## src/rtl/uart_rx_fifo_pkg.sv

```systemverilog
// Shared UART constants: character width used by the receiver, the RX FIFO and
// the future transmitter, plus the default FIFO depth exponent.
package uart_rx_fifo_pkg;

  // Character width of the UART datapath.
  localparam int unsigned BITWIDTH = 8;

  // Default FIFO depth exponent (depth = 2**FIFO_ADDR_WIDTH).
  localparam int unsigned FIFO_ADDR_WIDTH = 4;

  // Status flags of a circular FIFO, grouped for internal bookkeeping.
  typedef struct packed {
    logic empty;
    logic full;
    logic overrun;
  } fifo_flags_t;

  // Reset value of the status flags.
  localparam fifo_flags_t FIFO_FLAGS_RST = '{empty: 1'b1, full: 1'b0, overrun: 1'b0};

endpackage : uart_rx_fifo_pkg

```

## src/rtl/uart_fifo_mem.sv

```systemverilog
// Simple dual-port register array for the UART FIFOs.
// Synchronous write port, asynchronous (combinational) read port. Not reset.
// Ports:
//   clk        - write clock
//   wr_en_i    - write enable
//   wr_addr_i  - write address
//   wr_data_i  - write data
//   rd_addr_i  - read address
//   rd_data_o  - read data (combinational from rd_addr_i)
module uart_fifo_mem
  import uart_rx_fifo_pkg::*;
#(
  parameter int unsigned DATA_WIDTH = BITWIDTH,
  parameter int unsigned ADDR_WIDTH = FIFO_ADDR_WIDTH
) (
  input  logic                  clk,
  input  logic                  wr_en_i,
  input  logic [ADDR_WIDTH-1:0] wr_addr_i,
  input  logic [DATA_WIDTH-1:0] wr_data_i,
  input  logic [ADDR_WIDTH-1:0] rd_addr_i,
  output logic [DATA_WIDTH-1:0] rd_data_o
);

  localparam int unsigned DEPTH = 2 ** ADDR_WIDTH;

  logic [DATA_WIDTH-1:0] mem_q [DEPTH];

  // Write port: storage is intentionally left unreset.
  always_ff @(posedge clk) begin
    if (wr_en_i) begin
      mem_q[wr_addr_i] <= wr_data_i;
    end
  end

  // Read port: combinational so the head byte falls through.
  assign rd_data_o = mem_q[rd_addr_i];

endmodule : uart_fifo_mem

```

## src/rtl/uart_rx_fifo.sv

```systemverilog
// UART receive FIFO: captures bytes from the receiver on wr_tick, presents them
// first-word-fall-through to the host, and flags dropped bytes as overrun.
// Ports:
//   clk         - system clock, rising edge
//   reset       - asynchronous active-high reset
//   wr_tick     - write strobe (receiver rx_done_tick)
//   wr_data     - byte to store (receiver rx_dout)
//   rd_en       - pop strobe, ignored while empty
//   clr_overrun - clears the sticky overrun flag
//   rd_data     - head-of-FIFO byte, valid while empty=0
//   empty       - no entries held
//   full        - 2**ADDR_WIDTH entries held
//   count       - occupancy 0..2**ADDR_WIDTH
//   overrun     - sticky, set when a write was dropped
module uart_rx_fifo
  import uart_rx_fifo_pkg::*;
#(
  parameter int unsigned DATA_WIDTH = BITWIDTH,
  parameter int unsigned ADDR_WIDTH = FIFO_ADDR_WIDTH
) (
  input  logic                  clk,
  input  logic                  reset,
  input  logic                  wr_tick,
  input  logic [DATA_WIDTH-1:0] wr_data,
  input  logic                  rd_en,
  input  logic                  clr_overrun,
  output logic [DATA_WIDTH-1:0] rd_data,
  output logic                  empty,
  output logic                  full,
  output logic [ADDR_WIDTH:0]   count,
  output logic                  overrun
);

  // Pointer width: address bits plus one wrap bit.
  localparam int unsigned PTR_W = ADDR_WIDTH + 1;

  logic [PTR_W-1:0]  wr_ptr_q, wr_ptr_d;
  logic [PTR_W-1:0]  rd_ptr_q, rd_ptr_d;
  logic [PTR_W-1:0]  count_q, count_d;
  fifo_flags_t       flags_q, flags_d;

  logic do_rd_c;
  logic do_wr_c;
  logic drop_c;

  // Effective strobes from current state; a read at full frees the slot
  // that the same-cycle write reuses.
  always_comb begin
    do_rd_c = rd_en & ~flags_q.empty;
    do_wr_c = wr_tick & (~flags_q.full | do_rd_c);
    drop_c  = wr_tick & flags_q.full & ~do_rd_c;
  end

  // Next-state: pointers advance on effective strobes; status flags and
  // count are computed from the next pointers so they are registered.
  always_comb begin
    wr_ptr_d = wr_ptr_q;
    rd_ptr_d = rd_ptr_q;
    flags_d  = flags_q;
    count_d  = count_q;

    if (do_wr_c) begin
      wr_ptr_d = wr_ptr_q + PTR_W'(1);
    end
    if (do_rd_c) begin
      rd_ptr_d = rd_ptr_q + PTR_W'(1);
    end

    flags_d.empty = (wr_ptr_d == rd_ptr_d);
    flags_d.full  = (wr_ptr_d[ADDR_WIDTH-1:0] == rd_ptr_d[ADDR_WIDTH-1:0]) &&
                    (wr_ptr_d[ADDR_WIDTH] != rd_ptr_d[ADDR_WIDTH]);
    count_d       = wr_ptr_d - rd_ptr_d;

    // A new drop takes priority over a same-cycle clear.
    if (drop_c) begin
      flags_d.overrun = 1'b1;
    end else if (clr_overrun) begin
      flags_d.overrun = 1'b0;
    end
  end

  // State register.
  always_ff @(posedge clk or posedge reset) begin
    if (reset) begin
      wr_ptr_q <= '0;
      rd_ptr_q <= '0;
      count_q  <= '0;
      flags_q  <= FIFO_FLAGS_RST;
    end else begin
      wr_ptr_q <= wr_ptr_d;
      rd_ptr_q <= rd_ptr_d;
      count_q  <= count_d;
      flags_q  <= flags_d;
    end
  end

  uart_fifo_mem #(
    .DATA_WIDTH (DATA_WIDTH),
    .ADDR_WIDTH (ADDR_WIDTH)
  ) u_mem (
    .clk       (clk),
    .wr_en_i   (do_wr_c),
    .wr_addr_i (wr_ptr_q[ADDR_WIDTH-1:0]),
    .wr_data_i (wr_data),
    .rd_addr_i (rd_ptr_q[ADDR_WIDTH-1:0]),
    .rd_data_o (rd_data)
  );

  assign empty   = flags_q.empty;
  assign full    = flags_q.full;
  assign overrun = flags_q.overrun;
  assign count   = count_q;

endmodule : uart_rx_fifo

```

## config.mk

```make
export PLATFORM = sky130hd
export DESIGN_NAME = uart_rx_fifo
export DESIGN_NICKNAME = d
export VERILOG_FILES = /design/src/rtl/uart_rx_fifo_pkg.sv /design/src/rtl/uart_fifo_mem.sv /design/src/rtl/uart_rx_fifo.sv
export SDC_FILE = /design/constraint.sdc
export NUM_CORES = 1
export LEC_CHECK = 0
export CORE_MARGIN = 3
export CORE_UTILIZATION = 45
export CTS_BUF_LIST = sky130_fd_sc_hd__clkbuf_4
export DETAILED_ROUTE_END_ITERATION = 8
export PLACE_DENSITY = 0.61
export SLEW_MARGIN = 20
export SYNTH_ARGS = -nofsm -noshare
export SYNTH_HDL_FRONTEND = slang
export SYNTH_SLANG_ARGS = --single-unit
export TNS_END_PERCENT = 10
```

## constraint.sdc

```tcl
create_clock -name clk -period 2.8 [get_ports clk]
set_clock_uncertainty 0.15 [all_clocks]
set_input_delay 0.56 -clock clk [delete_from_list [all_inputs] [get_ports clk]]
set_output_delay 0.56 -clock clk [all_outputs]
set_load 0.02 [all_outputs]
```

### Word-level counts from Yosys, hierarchy flattened

Memories as Yosys holds them, arrays and structs flattened.
Cells that the tools add are included.

* $add $sub $neg: 3
* reductions and logical operators: 2
* mux-type cells: 6
* bitwise gates (word level): 8
* equal/unequal tests: 3

Operators with widths (count)
* $add 5x1->5 const B: 2
* $mux 5: 2
* $eq 5x5->1: 1
* $sub 5x5->5: 1
* $and 1x1->1: 4
* $eq 4x4->1: 1
* $mux 1: 4
* $not 1->1: 3
* $reduce_bool 2->1: 1
* $logic_and 1x1->1: 1
* $ne 1x1->1: 1
* $or 1x1->1: 1

* word-level logic and storage cells: 29
* RAM bits: 128
* output and inout bits: 16
* input port bits: 13
* bits in registers: 18
* memories kept: 1

Memories
* u_mem.mem_q: words 16, width 8, read ports 1, clocked after Yosys merged registers in 0, wr ports 1, line uart_fifo_mem.sv:26 `logic [DATA_WIDTH-1:0] mem_q [DEPTH];`

### Logic depth before layout (Yosys ltp)

* word-level depth: 7
* depth in mapped cells: 11
* gate-level depth less buffers: 10

### Cells and area by module

Synthesis repeated with hierarchy kept, for this count alone.

* cells, all modules: 293
* area total of the unflattened synthesis: 5934.4 um2

Modules (own cells, without submodules)
* uart_fifo_mem: cells each 221, sequential area each 3843.7 um2, times used 1, area an instance 4987.3 um2
* uart_rx_fifo: cells each 72, sequential area each 451.7 um2, times used 1, area an instance 947.2 um2

### Worst setup path after synthesis

No wires, ideal clock.

* kind: reg2reg
* start: register flags_q (netlist bit empty)
* end: register count_q[4] (netlist: count[4])
* cell stages (with the launch flop): 11
* period minus slack after synthesis: 2.437 ns
* required time: 2.524 ns
* path buffers: 1
* library setup time: 0.126 ns
* arrival time: 2.161 ns
* path slack: 0.363 ns
* path through: dfstp_2 -> nand2b_1 -> a21boi_0 -> buf_2 -> xnor2_1 -> ha_1 -> fa_1 -> inv_1 -> a21o_1 -> a21oi_1 -> xnor2_1

* longest elaborated chain between the ends: 6
* elaborated cells between the ends (all ways): 7
* classes of those cells: add/sub (1); mux (2); bitwise (4)

RTL lines
* start: declaration: line uart_rx_fifo.sv:40 `fifo_flags_t flags_q, flags_d;`
* start signal: assignment: line uart_rx_fifo.sv:93 `flags_q <= flags_d;`
* $not 1->1 *: line uart_rx_fifo.sv:49 `do_rd_c = rd_en & ~flags_q.empty;`
* $and 1x1->1 *: line uart_rx_fifo.sv:49
* $or 1x1->1: line uart_rx_fifo.sv:50 `do_wr_c = wr_tick & (~flags_q.full | do_rd_c);`
* $and 1x1->1: line uart_rx_fifo.sv:50
* $mux 5: line uart_rx_fifo.sv:62 `if (do_wr_c) begin`
* $sub 5x5->5 *: line uart_rx_fifo.sv:72 `count_d = wr_ptr_d - rd_ptr_d;`
* net count_d[4]: line uart_rx_fifo.sv:39 `logic [PTR_W-1:0] count_q, count_d;`
* end signal: assignment: line uart_rx_fifo.sv:92 `count_q <= count_d;`
* end: declaration: line uart_rx_fifo.sv:39

The timed path passes the listed nets; every way through them passes the cells marked *.
A chain may end at the register's enable or synchronous reset.

### Final worst setup path

* start: register rd_ptr_q[0]
* end: output rd_data[7]

* longest elaborated chain between the ends: 1

RTL lines
* start: declaration: line uart_rx_fifo.sv:38 `logic [PTR_W-1:0] rd_ptr_q, rd_ptr_d;`
* start signal: assignment: line uart_rx_fifo.sv:91 `rd_ptr_q <= rd_ptr_d;`
* $mem_v2 16x8
* end: declaration: line uart_rx_fifo.sv:27 `output logic [DATA_WIDTH-1:0] rd_data,`

No other way between the ends.

==> out/metrics.yaml <==
run_status:
  status: "finished with violations"
  violations: "negative setup slack"
hold_path:
  worstHoldPathType: "in -> async"
logic_synthesis:
  synth-edff-count: 128
  yosysUniqueCellTypes: 37
  ys_ff_latch: 146
  ys.flop_type: "edfxtp_1"
  yosysSeqAreaShare: 0.7235
  syn_inst: 302
  syn-cell-area_um2: 5937
  synth.net_count: 326
  async_flop_share: 0.1233
  syn_avg_cell_area_um2: 19.66
  yosys_warnings: 0
clock_tree:
  cts_buffer_depth: 2
  ctsRootBufferMaster: "clkbuf_4"
  cts.sinks: 146
  cts_max_level: 4
  cts_buffers: 17
  worstSkewPairLatency_ns: 0.53
  path_clk_slew_ns: 0.12
  cts_hold_buf: 0
  cts_tree: "done"
route:
  wl_met2_um: 5726
  drt_iter0_markers: 263
  vias: 2929
  antenna_left: 0
  wl_met1_um: 4910
  dr_wl_met3_um: 552
  drc: 0
  dr.max_layer_used: "met4"
  routedWlPerCell_um: 20.49
  viasPerCell: 5.259
  routed_wl_um: 11410
  first_pass_iters: 4
setup_path:
  worstReg2RegStart: "empty"
  critPathKind: "reg -> out"
  reg2regPathDepth: 10
  crit_required_ns: 2.09
  timing.rr.end: "count[4]"
  cp_max_fo: 6
  rrSetupSlack_ns: 0.45
  cp-end-kind: "primary output"
  worstSetupStartpointType: "register"
  critPathArrivalTime_ns: 2.21
power:
  power_mw: 7.450
  power.switching_mw: 2.494
  pwr-share-comb: 0.436
  clkPwrFrac: 0.180
  seqPwrFrac: 0.384
  power_density_nw_per_um2: 1043
  p_int_mw: 4.955
  swShare: 0.3348
  peakVddDrop_v: 0.0008674
  leakage_nw: 2.496
layout:
  area_delta_synth_final_pct: 20.32
  antenna_cells: 0
  final_nets: 396
  final_cell_mix: "128 x edfxtp_1, 30 x mux4_2, 20 x clkbuf_4, 20 x clkdlybuf4s50_1, 17 x buf_4"
  seqCellArea_um2: 4297
  fin_cells: 557
  nFillCells: 999
  final_core_util: 0.5592
  multi_input_comb_area_um2: 1513
  drive_above_1_share: 0.3299
  mostFrequentLayoutCell: "edfxtp_1"
  final_design_area_no_fill_um2: 7143
sta:
  period_share: 1.041
  maxSlewHeadroom: 0.5439
  setup_slack_ns: -0.1159
  final-hold-violation-count: 0
  clock.fmax_ghz: 0.3430
  tightest_slew_ns: 0.6834
  slew_violations: 0
  finalCriticalPeriod_ns: 2.916
  finalSetupViolations: 8
  rsz0062_at_grt: "yes"
floorplanning:
  die_w_um: 120.9
  row_count: 41
  core_um2: 12770
  die_h_um: 120.9
  dieArea_um2: 14610
  ios: 29
  start_util: 0.4648
placed_design:
  pre_cts_ws_ns: -0.07448
  place_congestion: 0.7920
  dp_hpwl_um: 7343
  dpl_cell_area_um2: 6763
  port_buffers: 28
  dpl.cell_count: 520
grt:
  grt_pass1_vias: 3110
  grt_max_degree: 29
  grt_overflow: 0
  grt_pass1_wl_um: 17820
  grt_antenna_before_repair: 0
  groute.usage.overall: 0.1693
flow_run:
  drv_cap: 0
## how the worst max path moves through the flow
stage / start / to / slack, ns / cells past startpoint
after floorplan: empty / count[4] / 0.36 / 10
after global placement: rd_en / count[4] / -0.07 / 11
after detailed placement: rd_en / count[4] / -0.07 / 11
after CTS: rd_ptr_q[0] / rd_data[7] / -0.20 / 7
after global routing: rd_ptr_q[0] / rd_data[7] / -0.22 / 6
final: rd_ptr_q[0] / rd_data[7] / -0.12 / 6
## power groups by stage
stage	Combinational, mW	Sequential, mW	Clock (mW)
after floorplan	1.86	2.91	0
after global placement	3.03	2.91	0
after detailed placement	3.04	2.92	0
after CTS	3.30	2.86	1.37
after global routing	3.52	2.90	1.47
final	3.25	2.86	1.34
## cell type report
type,count,share of cell area
clock inverter,12,0.01962
timing repair buffer,65,0.1081
inverter,15,0.007882
multi-input combinational,127,0.2118
clock buffer,20,0.02102
tap,172,0.03013
sequential,146,0.6015
## metrics by stage
stage | hold WS, ns | setup TNS [ns]
6_report | 0.2801 | -0.7022
5_1_grt | 0.2906 | -1.636
4_1_cts | 0.2683 | -1.337
3_5_place_dp | 0.3821 | -0.1615
3_3_place_gp | 0.3686 | -0.08462
2_1_floorplan | 0.3478 | 0
## repair_timing
item	4_1_cts	5_1_grt
buffers inserted	5	0
resized for setup	66	8
endpoints found under the setup margin	8	8
cloned	1	0
pin swaps	13	7
## flip-flops by register name (all words and copies together) (netlist names)
register	cells
overrun	1
u_mem.mem_q	128
full	1
count	5
rd_ptr_q	5
wr_ptr_q	5
empty	1
## critical path, cell delays in order, from the launching register on
cell and delay [ns]:
dfrtp_2 0.42, buf_6 0.14, buf_16 0.14, mux4_2 0.52, a22oi_2 0.23, nand2_2 0.09
buf_6 0.14
## synth_stat cells, drive strengths merged (3+ instances only)
cell type | count | area share
nor2 | 4 | 0.0025
and2 | 14 | 0.015
a22oi | 16 | 0.020
edfxtp | 128 | 0.65
nand4 | 4 | 0.0042
mux4 | 32 | 0.13
buf | 10 | 0.015
ha | 10 | 0.021
and4 | 3 | 0.0044
dfrtp | 17 | 0.072
clkbuf | 3 | 0.0021
xnor2 | 10 | 0.016
a21oi | 3 | 0.0032
nand2 | 15 | 0.0095
inv | 15 | 0.0095
## layer usage
| metal | up-vias | track usage |
|---|---|---|
| li1 | 1335 | - |
| met1 | 1502 | 0.2215 |
| met2 | 74 | 0.2716 |
| met3 | 18 | 0.04476 |
| met4 | 0 | 0.06799 |
| met5 | - | 0 |
## kinds of logic (layout without fill, tap and decap cells)
kind of cell,Yosys count,after routing,share of synthesized area
xor gates and xnor gates,12,12,0.02023
muxes,32,32,0.1296
and+or+nand+nor,48,48,0.04510
DFF,146,146,0.7235
AOI/OAI and AO/OA,24,24,0.02887
buffers and inverters,29,112,0.02824
adders and majority gates,11,11,0.02445
No activity file was read; power rests on OpenSTA's default activity.
